===== src/rtl/mem_stage.sv =====
// MEM stage of the five-stage MIPS core: captures the SRAM read word, aligns/extends loads,
// holds the word in a one-entry buffer while WB stalls, and reports exception/ERET/MFC0 status.
module mem_stage #(
  parameter int ES_TO_MS_BUS_WD = 166,
  parameter int MS_TO_WS_BUS_WD = 121
) (
  input  logic                       clk,
  input  logic                       reset,
  input  logic                       ws_allowin,
  output logic                       ms_allowin,
  input  logic                       es_to_ms_valid,
  input  logic [ES_TO_MS_BUS_WD-1:0] es_to_ms_bus,
  output logic                       ms_to_ws_valid,
  output logic [MS_TO_WS_BUS_WD-1:0] ms_to_ws_bus,
  input  logic [31:0]                data_sram_rdata,
  output logic [4:0]                 MEM_dest,
  output logic [31:0]                MEM_result,
  output logic                       ms_inst_mfc0_o,
  output logic                       ms_ex,
  output logic                       ms_eret,
  input  logic                       ws_ex,
  input  logic                       ws_eret
);

  typedef struct packed {
    logic [4:0]  excode;
    logic [31:0] badvaddr;
    logic [7:0]  cp0_addr;
    logic        ex;
    logic        bd;
    logic        eret;
    logic        syscall;
    logic        mfc0;
    logic        mtc0;
    logic [31:0] rt_value;
    logic [11:0] mem_control;
    logic        res_from_mem;
    logic        gr_we;
    logic [4:0]  dest;
    logic [31:0] result;
    logic [31:0] pc;
  } es_bus_t;

  typedef struct packed {
    logic [4:0]  excode;
    logic [31:0] badvaddr;
    logic [7:0]  cp0_addr;
    logic        ex;
    logic        bd;
    logic        eret;
    logic        syscall;
    logic        mfc0;
    logic        mtc0;
    logic        gr_we;
    logic [4:0]  dest;
    logic [31:0] final_result;
    logic [31:0] pc;
  } ms_bus_t;

  es_bus_t     r_bus;
  logic        r_ms_valid;
  logic        r_first;
  logic        r_rbuf_v;
  logic [31:0] r_rbuf;

  logic        w_ready_go;
  logic        w_flush;
  logic        w_accept;
  logic        w_leave;
  logic [31:0] w_rd;
  logic [1:0]  w_a;
  logic [11:0] w_mc;
  logic [31:0] w_rt;
  logic [7:0]  w_byte;
  logic [15:0] w_half;
  logic [31:0] w_load;
  logic [31:0] w_final;
  ms_bus_t     w_out;
  logic        w_unused_ok;

  assign w_ready_go     = 1'b1;
  assign w_flush        = ws_ex | ws_eret;
  assign ms_allowin     = !r_ms_valid | (w_ready_go & ws_allowin);
  assign ms_to_ws_valid = r_ms_valid & w_ready_go & !w_flush;
  assign w_accept       = es_to_ms_valid & ms_allowin;
  assign w_leave        = ms_to_ws_valid & ws_allowin;

  always_ff @(posedge clk) begin
    if (reset) begin
      r_ms_valid <= 1'b0;
      r_first    <= 1'b0;
      r_rbuf_v   <= 1'b0;
      r_rbuf     <= '0;
      r_bus      <= '0;
    end else begin
      if (w_flush) begin
        r_ms_valid <= 1'b0;
      end else if (ms_allowin) begin
        r_ms_valid <= es_to_ms_valid;
      end
      if (w_accept) begin
        r_bus <= es_to_ms_bus;
      end
      r_first <= w_accept & !w_flush;
      // The SRAM word is only valid in the first MEM cycle; park it if we cannot leave then.
      if (w_flush || w_leave) begin
        r_rbuf_v <= 1'b0;
      end else if (r_ms_valid && r_first) begin
        r_rbuf   <= data_sram_rdata;
        r_rbuf_v <= 1'b1;
      end
    end
  end

  assign w_rd   = r_rbuf_v ? r_rbuf : data_sram_rdata;
  assign w_a    = r_bus.result[1:0];
  assign w_mc   = r_bus.mem_control;
  assign w_rt   = r_bus.rt_value;
  assign w_half = w_a[1] ? w_rd[31:16] : w_rd[15:0];

  always_comb begin
    w_byte = w_rd[7:0];
    case (w_a)
      2'd0: w_byte = w_rd[7:0];
      2'd1: w_byte = w_rd[15:8];
      2'd2: w_byte = w_rd[23:16];
      2'd3: w_byte = w_rd[31:24];
      default: w_byte = w_rd[7:0];
    endcase
  end

  // LW and any non-load encoding fall through to the raw word.
  always_comb begin
    w_load = w_rd;
    if (w_mc[2]) begin
      w_load = {{24{w_byte[7]}}, w_byte};
    end else if (w_mc[3]) begin
      w_load = {24'd0, w_byte};
    end else if (w_mc[4]) begin
      w_load = {{16{w_half[15]}}, w_half};
    end else if (w_mc[5]) begin
      w_load = {16'd0, w_half};
    end else if (w_mc[6]) begin
      case (w_a)
        2'd0: w_load = {w_rd[7:0],  w_rt[23:0]};
        2'd1: w_load = {w_rd[15:0], w_rt[15:0]};
        2'd2: w_load = {w_rd[23:0], w_rt[7:0]};
        default: w_load = w_rd;
      endcase
    end else if (w_mc[7]) begin
      case (w_a)
        2'd1: w_load = {w_rt[31:24], w_rd[31:8]};
        2'd2: w_load = {w_rt[31:16], w_rd[31:16]};
        2'd3: w_load = {w_rt[31:8],  w_rd[31:24]};
        default: w_load = w_rd;
      endcase
    end
  end

  assign w_final = r_bus.res_from_mem ? w_load : r_bus.result;

  always_comb begin
    w_out              = '0;
    w_out.excode       = r_bus.excode;
    w_out.badvaddr     = r_bus.badvaddr;
    w_out.cp0_addr     = r_bus.cp0_addr;
    w_out.ex           = r_bus.ex;
    w_out.bd           = r_bus.bd;
    w_out.eret         = r_bus.eret;
    w_out.syscall      = r_bus.syscall;
    w_out.mfc0         = r_bus.mfc0;
    w_out.mtc0         = r_bus.mtc0;
    w_out.gr_we        = r_bus.gr_we & !r_bus.ex;
    w_out.dest         = r_bus.dest;
    w_out.final_result = w_final;
    w_out.pc           = r_bus.pc;
  end

  assign ms_to_ws_bus   = w_out;
  assign MEM_result     = w_final;
  assign MEM_dest       = r_bus.dest & {5{r_ms_valid & r_bus.gr_we & !r_bus.ex}};
  assign ms_ex          = r_ms_valid & r_bus.ex;
  assign ms_eret        = r_ms_valid & r_bus.eret;
  assign ms_inst_mfc0_o = r_ms_valid & r_bus.mfc0;

  assign w_unused_ok = &{1'b0, w_mc[11:8], w_mc[1:0]};

endmodule


===== config.mk =====
export PLATFORM = sky130hd
export DESIGN_NAME = mem_stage
export DESIGN_NICKNAME = d
export VERILOG_FILES = /design/src/rtl/mem_stage.sv
export SDC_FILE = /design/constraint.sdc
export NUM_CORES = 1
export LEC_CHECK = 0
export ABC_AREA = 1
export BUFFER_PORTS_ARGS = -buffer_cell sky130_fd_sc_hd__buf_2
export CORE_MARGIN = 3
export CORE_UTILIZATION = 57
export CTS_BUF_LIST = sky130_fd_sc_hd__clkbuf_4
export DETAILED_ROUTE_END_ITERATION = 16
export GPL_TIMING_DRIVEN = 0
export PLACE_DENSITY = 0.91
export SYNTH_ARGS = -nofsm -noshare
export SYNTH_HDL_FRONTEND = slang
export SYNTH_SLANG_ARGS = --single-unit
export TNS_END_PERCENT = 50

===== constraint.sdc =====
create_clock -name clk -period 3.6 [get_ports clk]
set_input_delay 0.72 -clock clk [delete_from_list [all_inputs] [get_ports clk]]
set_output_delay 0.72 -clock clk [all_outputs]
set_load 0.05 [all_outputs]

# Yosys cells after proc, flatten, opt, wreduce, memory -nomap -nowiden
# Index checks and enable logic that the tools add are counted.
# Widths: inputs -> output; s select.
# classes
eq_ne	3
mux	12
bitwise	14
reduce_logical	9
# op_table
op	count
$mux 32	8
$pmux 32 s3	2
$pmux 8 s4	1
$mux 16	1
$and 1x1->1	10
$and 5x5->5	1
$eq 2x2->1 const B	2
$reduce_or 2->1	2
$logic_not 1->1	3
$eq 2x1->1 const B	1
$logic_not 2->1	1
$or 1x1->1	2
$reduce_and 2->1	1
$logic_and 1x1->1	1
$logic_or 1x1->1	1
$not 1->1	1
# word_totals
register_bits	197
elab_cells	58

# Depth between registers and ports, before layout
# logic_depth
depth_word	9
ltp_mapped	17
ltp_nobuf	13

# Least setup slack after synthesis
# No wires, ideal clock.
# synth_path
kind	in2out
start	input port data_sram_rdata[15]
end	output port ms_to_ws_bus[53]
t_arrival_ns	2.605
required_ns	2.880
slack_ns	0.275
path_stages	10
path_cell_list	nand2_1 -> nand2_1 -> inv_1 -> o21ai_1 -> inv_1 -> a21oi_4 -> buf_6 -> nand2_1 -> a21oi_1 -> buf_4
# synth_between
elab_chain_cells	6
word_cells_on_any_way	7
cone_classes	mux (7)
# synth_rtl
element	line_no	source
start, declared	15	input logic [31:0] data_sram_rdata,
$mux 32 *	115	assign w_rd = r_rbuf_v ? r_rbuf : data_sram_rdata;
$mux 16	119	assign w_half = w_a[1] ? w_rd[31:16] : w_rd[15:0];
$mux 32	139	end else if (w_mc[4]) begin
$mux 32	137	end else if (w_mc[3]) begin
$mux 32 *	135	if (w_mc[2]) begin
$mux 32 *	160	assign w_final = r_bus.res_from_mem ? w_load : r_bus.result;
end, declared	14	output logic [MS_TO_WS_BUS_WD-1:0] ms_to_ws_bus,
# Every way passes the cells marked *; elsewhere a longest branch is shown, timed or not.

# Final worst setup path
# layout_path
start	register r_bus[33] (netlist name)
end	output port ms_to_ws_bus[55]
# layout_between
elab_chain_cells	9
word_cells_on_any_way	15
cone_classes	eq/ne (3); mux (11); reduce/logical (1)
# layout_rtl
element	line_no	source
start, declared	60	es_bus_t r_bus;
start signal, assigned	102	r_bus <= es_to_ms_bus;
$eq 2x2->1, or another cell as far along	123, 151	
$pmux 32 s3	151	case (w_a)
$mux 32	150	end else if (w_mc[7]) begin
$mux 32	143	end else if (w_mc[6]) begin
$mux 32	141	end else if (w_mc[5]) begin
$mux 32	139	
$mux 32	137	
$mux 32 *	135	
$mux 32 *	160	
# Marked as above.

==> results_tabular.tex <==
\begin{tabular}{lr}
\hline
Metric & Value \\
\hline
\multicolumn{2}{l}{\textbf{Synth}} \\
Main synth FF type & sky130\_fd\_sc\_hd\_\_dfxtp\_1 \\
Leading post-synthesis cells by instance count & sky130\_fd\_sc\_hd\_\_nand2\_1, sky130\_fd\_sc\_hd\_\_nor2\_1, sky130\_fd\_sc\_hd\_\_o21ai\_0, sky130\_fd\_sc\_hd\_\_dfxtp\_1, sky130\_fd\_sc\_hd\_\_buf\_4 \\
Dominant combinational cell family by area after synthesis & simple AND/OR/NAND/NOR gates \\
Fraction of the yosys area taken by sequential cells & a little over a third \\
Cells taking the most area after synthesis & sky130\_fd\_sc\_hd\_\_dfxtp\_1, sky130\_fd\_sc\_hd\_\_nand2\_1, sky130\_fd\_sc\_hd\_\_nor2\_1, sky130\_fd\_sc\_hd\_\_o21ai\_0, sky130\_fd\_sc\_hd\_\_buf\_4 \\
Distinct cell type count after synthesis & 30 \\
Top cell type's share of synthesized area & 35.9\% \\
Post-synthesis compound-gate area fraction & 18.4\% \\
Async set-reset flop share out of synthesis & 0\% \\
Total of flip-flops plus latches after synthesis & 195 \\
Post-Syn Area & about 11,000 µm² \\
Simple-gate share of the synthesized area & 28.7\% \\
Number of enable flip-flop cells after synthesis & 0 \\
Syn. warnings & 0 \\
Most instantiated library cell after synthesis & sky130\_fd\_sc\_hd\_\_nand2\_1 \\
Gate Count Post-Synth & roughly 1,700 \\
Fraction of synthesized area in multiplexers & 0\% \\
Number of nets produced by synthesis & 1,906 \\
Largest area contributor in the synthesized netlist & sky130\_fd\_sc\_hd\_\_dfxtp\_1 \\
Synthesized area divided by synthesized cell count & approximately 6.4 µm² \\
Adder and majority cell fraction of the synthesized area & 0\% \\
Xor-xnor portion of the synthesized cell area & 0\% \\
\multicolumn{2}{l}{\textbf{Power}} \\
Final Total Pwr & 5700 µW \\
Peak supply drop & 283 µV \\
Leakage power of the design & 0.00693 µW \\
Power density of the placed cells & 419 nW/µm² \\
\multicolumn{2}{l}{\textbf{Cells and area}} \\
Layout cell share with drive strength beyond 1 & 30.2\% \\
Final non-filler cell area & approximately 14,000 µm² \\
Nets@finish & about 2,300 \\
Synth-to-layout area growth & 25.1\% \\
\multicolumn{2}{l}{\textbf{Critical path}} \\
Cells along the critical path & buf\_4 > inv\_1 > nor2\_4 > clkbuf\_4 > nand3\_1 > nand2\_1 > nand2\_1 > nand2\_1 > nand2\_1 > nand3\_1 > nand2\_1 > nand2\_1 > a21oi\_1 > buf\_4 > clkbuf\_4 \\
Critical R2R Capture & ms\_to\_ws\_bus[64] \\
R2R depth & 6 \\
Max FO, Critical Path & 10 \\
Largest stage delay on the critical path & 340 ps \\
Start-to-end type of the worst setup path & reg -> out \\
Highest-delay cell along the critical path & sky130\_fd\_sc\_hd\_\_dfxtp\_1 \\
Flop-to-flop setup slack & 1650 ps \\
Cell seen most often among critical-path stages & sky130\_fd\_sc\_hd\_\_nand2\_1 \\
Type of element capturing the critical path & output port \\
Worst setup SP type & register \\
Crit path to & ms\_to\_ws\_bus[55] \\
Required time at the worst-slack endpoint & between 2000 and 3000 ps \\
R2r startpoint & r\_ms\_valid \\
Data arrival time of the worst path & 2820 ps \\
Worst setup startpoint & r\_bus[33] \\
\multicolumn{2}{l}{\textbf{Timing}} \\
FMAX & 283 MHz \\
Unrepaired setup endpoints after global routing & true \\
Setup-failing EPs final & 0 \\
Final Max Tran Viols & 0 \\
Worst slew margin & 45.2\% \\
Count of endpoints failing hold in the final timing report & 0 \\
Measured slew at the worst slew-check pin & $\sim$820 ps \\
Minimum clock period after layout & 3540 ps \\
Clock skew after layout & 18.6 ps \\
Share of the clock period used by the worst path after layout & 98.3\% \\
\multicolumn{2}{l}{\textbf{Global routing}} \\
Via count of the first global-routing pass & $\sim$12,000 \\
Global-route met3 utilization & 8.83\% \\
GR Layer Usage met2 & 64.2\% \\
Remaining Overflow, GRT & 0 \\
Largest net degree at the start of global routing & 23 \\
Antenna violations before repair & 3 \\
GR met1 Demand/Resource & 45.5\% \\
Gr busiest metal & met2 \\
GRT Resource Usage Total & 38.1\% \\
First-pass GRT wire length & between 60 and 70 mm \\
\multicolumn{2}{l}{\textbf{Place}} \\
Placed Area & 13,000 µm² \\
Post-detail-place hpwl & 32.9 mm \\
Port Buffer Count & 360 \\
Weighted congestion at the end of routability-driven global placement & about 1.1 \\
\multicolumn{2}{l}{\textbf{Route}} \\
Antenna viol nets, final & 0 \\
Average wire per cell in the routed design & between 15 and 20 µm \\
Total via count after detailed routing & about 13,000 \\
Per-cell via count in the routed design & between 5 and 6 \\
Initial detailed-routing violation count & 981 \\
Total wire length after detailed routing & 41.8 mm \\
Number of remaining DRC errors & 0 \\
First-pass DRT Iterations & 5 \\
\multicolumn{2}{l}{\textbf{Clock network}} \\
Clock transition at path regs & 190 ps \\
CTS Hold Buffers Added & 0 \\
Clock Tree Buf Depth & 2 \\
Worst skew pair latency & 610 ps \\
Number of sinks handled by clock tree synthesis & just under 200 \\
Library cell used as clock root buffer & sky130\_fd\_sc\_hd\_\_clkbuf\_4 \\
H-tree depth & 4 \\
CTS tree & done \\
Number of CTS-inserted buffers & 17 \\
\multicolumn{2}{l}{\textbf{Floorplanning}} \\
Core outline area & roughly 18,000 µm² \\
Vertical die dimension & $\sim$140 µm \\
Effective utilization at floorplan & 59.4\% \\
Full die area & 20,800 µm² \\
I/O pin cnt & 367 \\
Number of rows created at floorplan & 49 \\
Die span in x & 144 µm \\
\multicolumn{2}{l}{\textbf{Job}} \\
MaxCap Viol Count & 0 \\
\multicolumn{2}{l}{\textbf{Hold path}} \\
Path type of the worst min-delay path & in -> reg \\
\multicolumn{2}{l}{\textbf{Outcome}} \\
Run status & finished, final reports clean \\
\hline
\end{tabular}
[how the worst min path moves through the flow]
stage | startpoint | to | slack, ps | depth (start not counted)
final | ws_allowin | r_rbuf_v | 280 | 2
after global routing | ws_allowin | r_rbuf_v | 250 | 2
after CTS | ws_allowin | r_rbuf_v | 250 | 2
after detailed placement | r_rbuf[28] | r_rbuf[28] | 440 | 2
after global placement | r_rbuf[19] | r_rbuf[19] | 430 | 2
after floorplan | r_rbuf[17] | r_rbuf[17] | 420 | 2
[flip-flops by register name, indices dropped and copies added, names as in the netlist]
name,flops
r_first,1
w_mc,6
r_bus,34
ms_to_ws_bus,88
r_rbuf,32
w_rt,32
r_rbuf_v,1
r_ms_valid,1
[cell type report]
type | count | area [µm²]
sequential | 195 | 3910
tap | 229 | 287
clock inverter | 15 | 198
buffer | 234 | 1510
multi-input combinational | 1171 | 5300
timing repair buffer | 362 | 1890
antenna | 3 | 7.51
fill | 1517 | 4720
inverter | 102 | 388
clock buffer | 17 | 128
[where the power goes]
group / switching (µW) / internal (µW) / total [µW]
clock network: 956 / 347 / 1300
registers: 77.5 / 2290 / 2370
logic: 1400 / 628 / 2030
[through the flow]
step | cells | TNS [ps] | util (%) | worst slack (ps) | hold slack, ps
floorplan | 1702 | 0 | - | 275 | 424
global placement | 2291 | 0 | 70.8 | 278 | 433
detailed placement | 2291 | 0 | 70.8 | 293 | 439
CTS | 2323 | -4.08 | 72.7 | -4.08 | 249
global route | 2328 | -490 | 74.3 | -86.0 | 252
finish | 2328 | 0 | 74.3 | 62.8 | 276
[placed cells by master, fill, tap and decap left out, types with 11 or more instances in the layout]
| cell | count |
|---|---|
| sky130_fd_sc_hd__nor2_1 | 328 |
| sky130_fd_sc_hd__inv_1 | 92 |
| sky130_fd_sc_hd__clkbuf_1 | 61 |
| sky130_fd_sc_hd__clkbuf_4 | 39 |
| sky130_fd_sc_hd__nand2_2 | 21 |
| sky130_fd_sc_hd__buf_2 | 358 |
| sky130_fd_sc_hd__a31oi_1 | 15 |
| sky130_fd_sc_hd__o211ai_1 | 24 |
| sky130_fd_sc_hd__o21ai_0 | 229 |
| sky130_fd_sc_hd__dfxtp_1 | 194 |
| sky130_fd_sc_hd__nand2_1 | 352 |
| sky130_fd_sc_hd__nand3_1 | 66 |
| sky130_fd_sc_hd__a21oi_2 | 15 |
| sky130_fd_sc_hd__buf_4 | 140 |
| sky130_fd_sc_hd__a21oi_1 | 88 |
| sky130_fd_sc_hd__buf_6 | 11 |
[metal layers]
layer / up-vias / part of all wire, %
li1: 6072 / -
met1: 5792 / 38
met2: 689 / 48
met3: 145 / 9.2
met4: 0 / 5.3
met5: - / 0
[worst max-delay path: cells and delay by family, from the launching register on]
kind | cells | cell delay, ps
buffers and inverters | 5 | 970
AND/OR/NAND/NOR | 9 | 680
AO/OA/AOI/OAI | 1 | 230
flip-flops | 1 | 340
[cell families (layout without fill, tap and decap cells)]
logic type | count (synthesis) | count (layout)
buf+inv | 336 | 730
other cells | 0 | 3
simple gates | 790 | 790
compound gates | 381 | 381
flops | 195 | 195
[repair_timing]
item	in CTS	in global routing
setup endpoints to repair	19	63
gates resized for setup	12	109
buffers inserted	0	2
pin swaps	0	5
endpoints found under the hold margin	0	0
(Power assumes the default switching activity.)
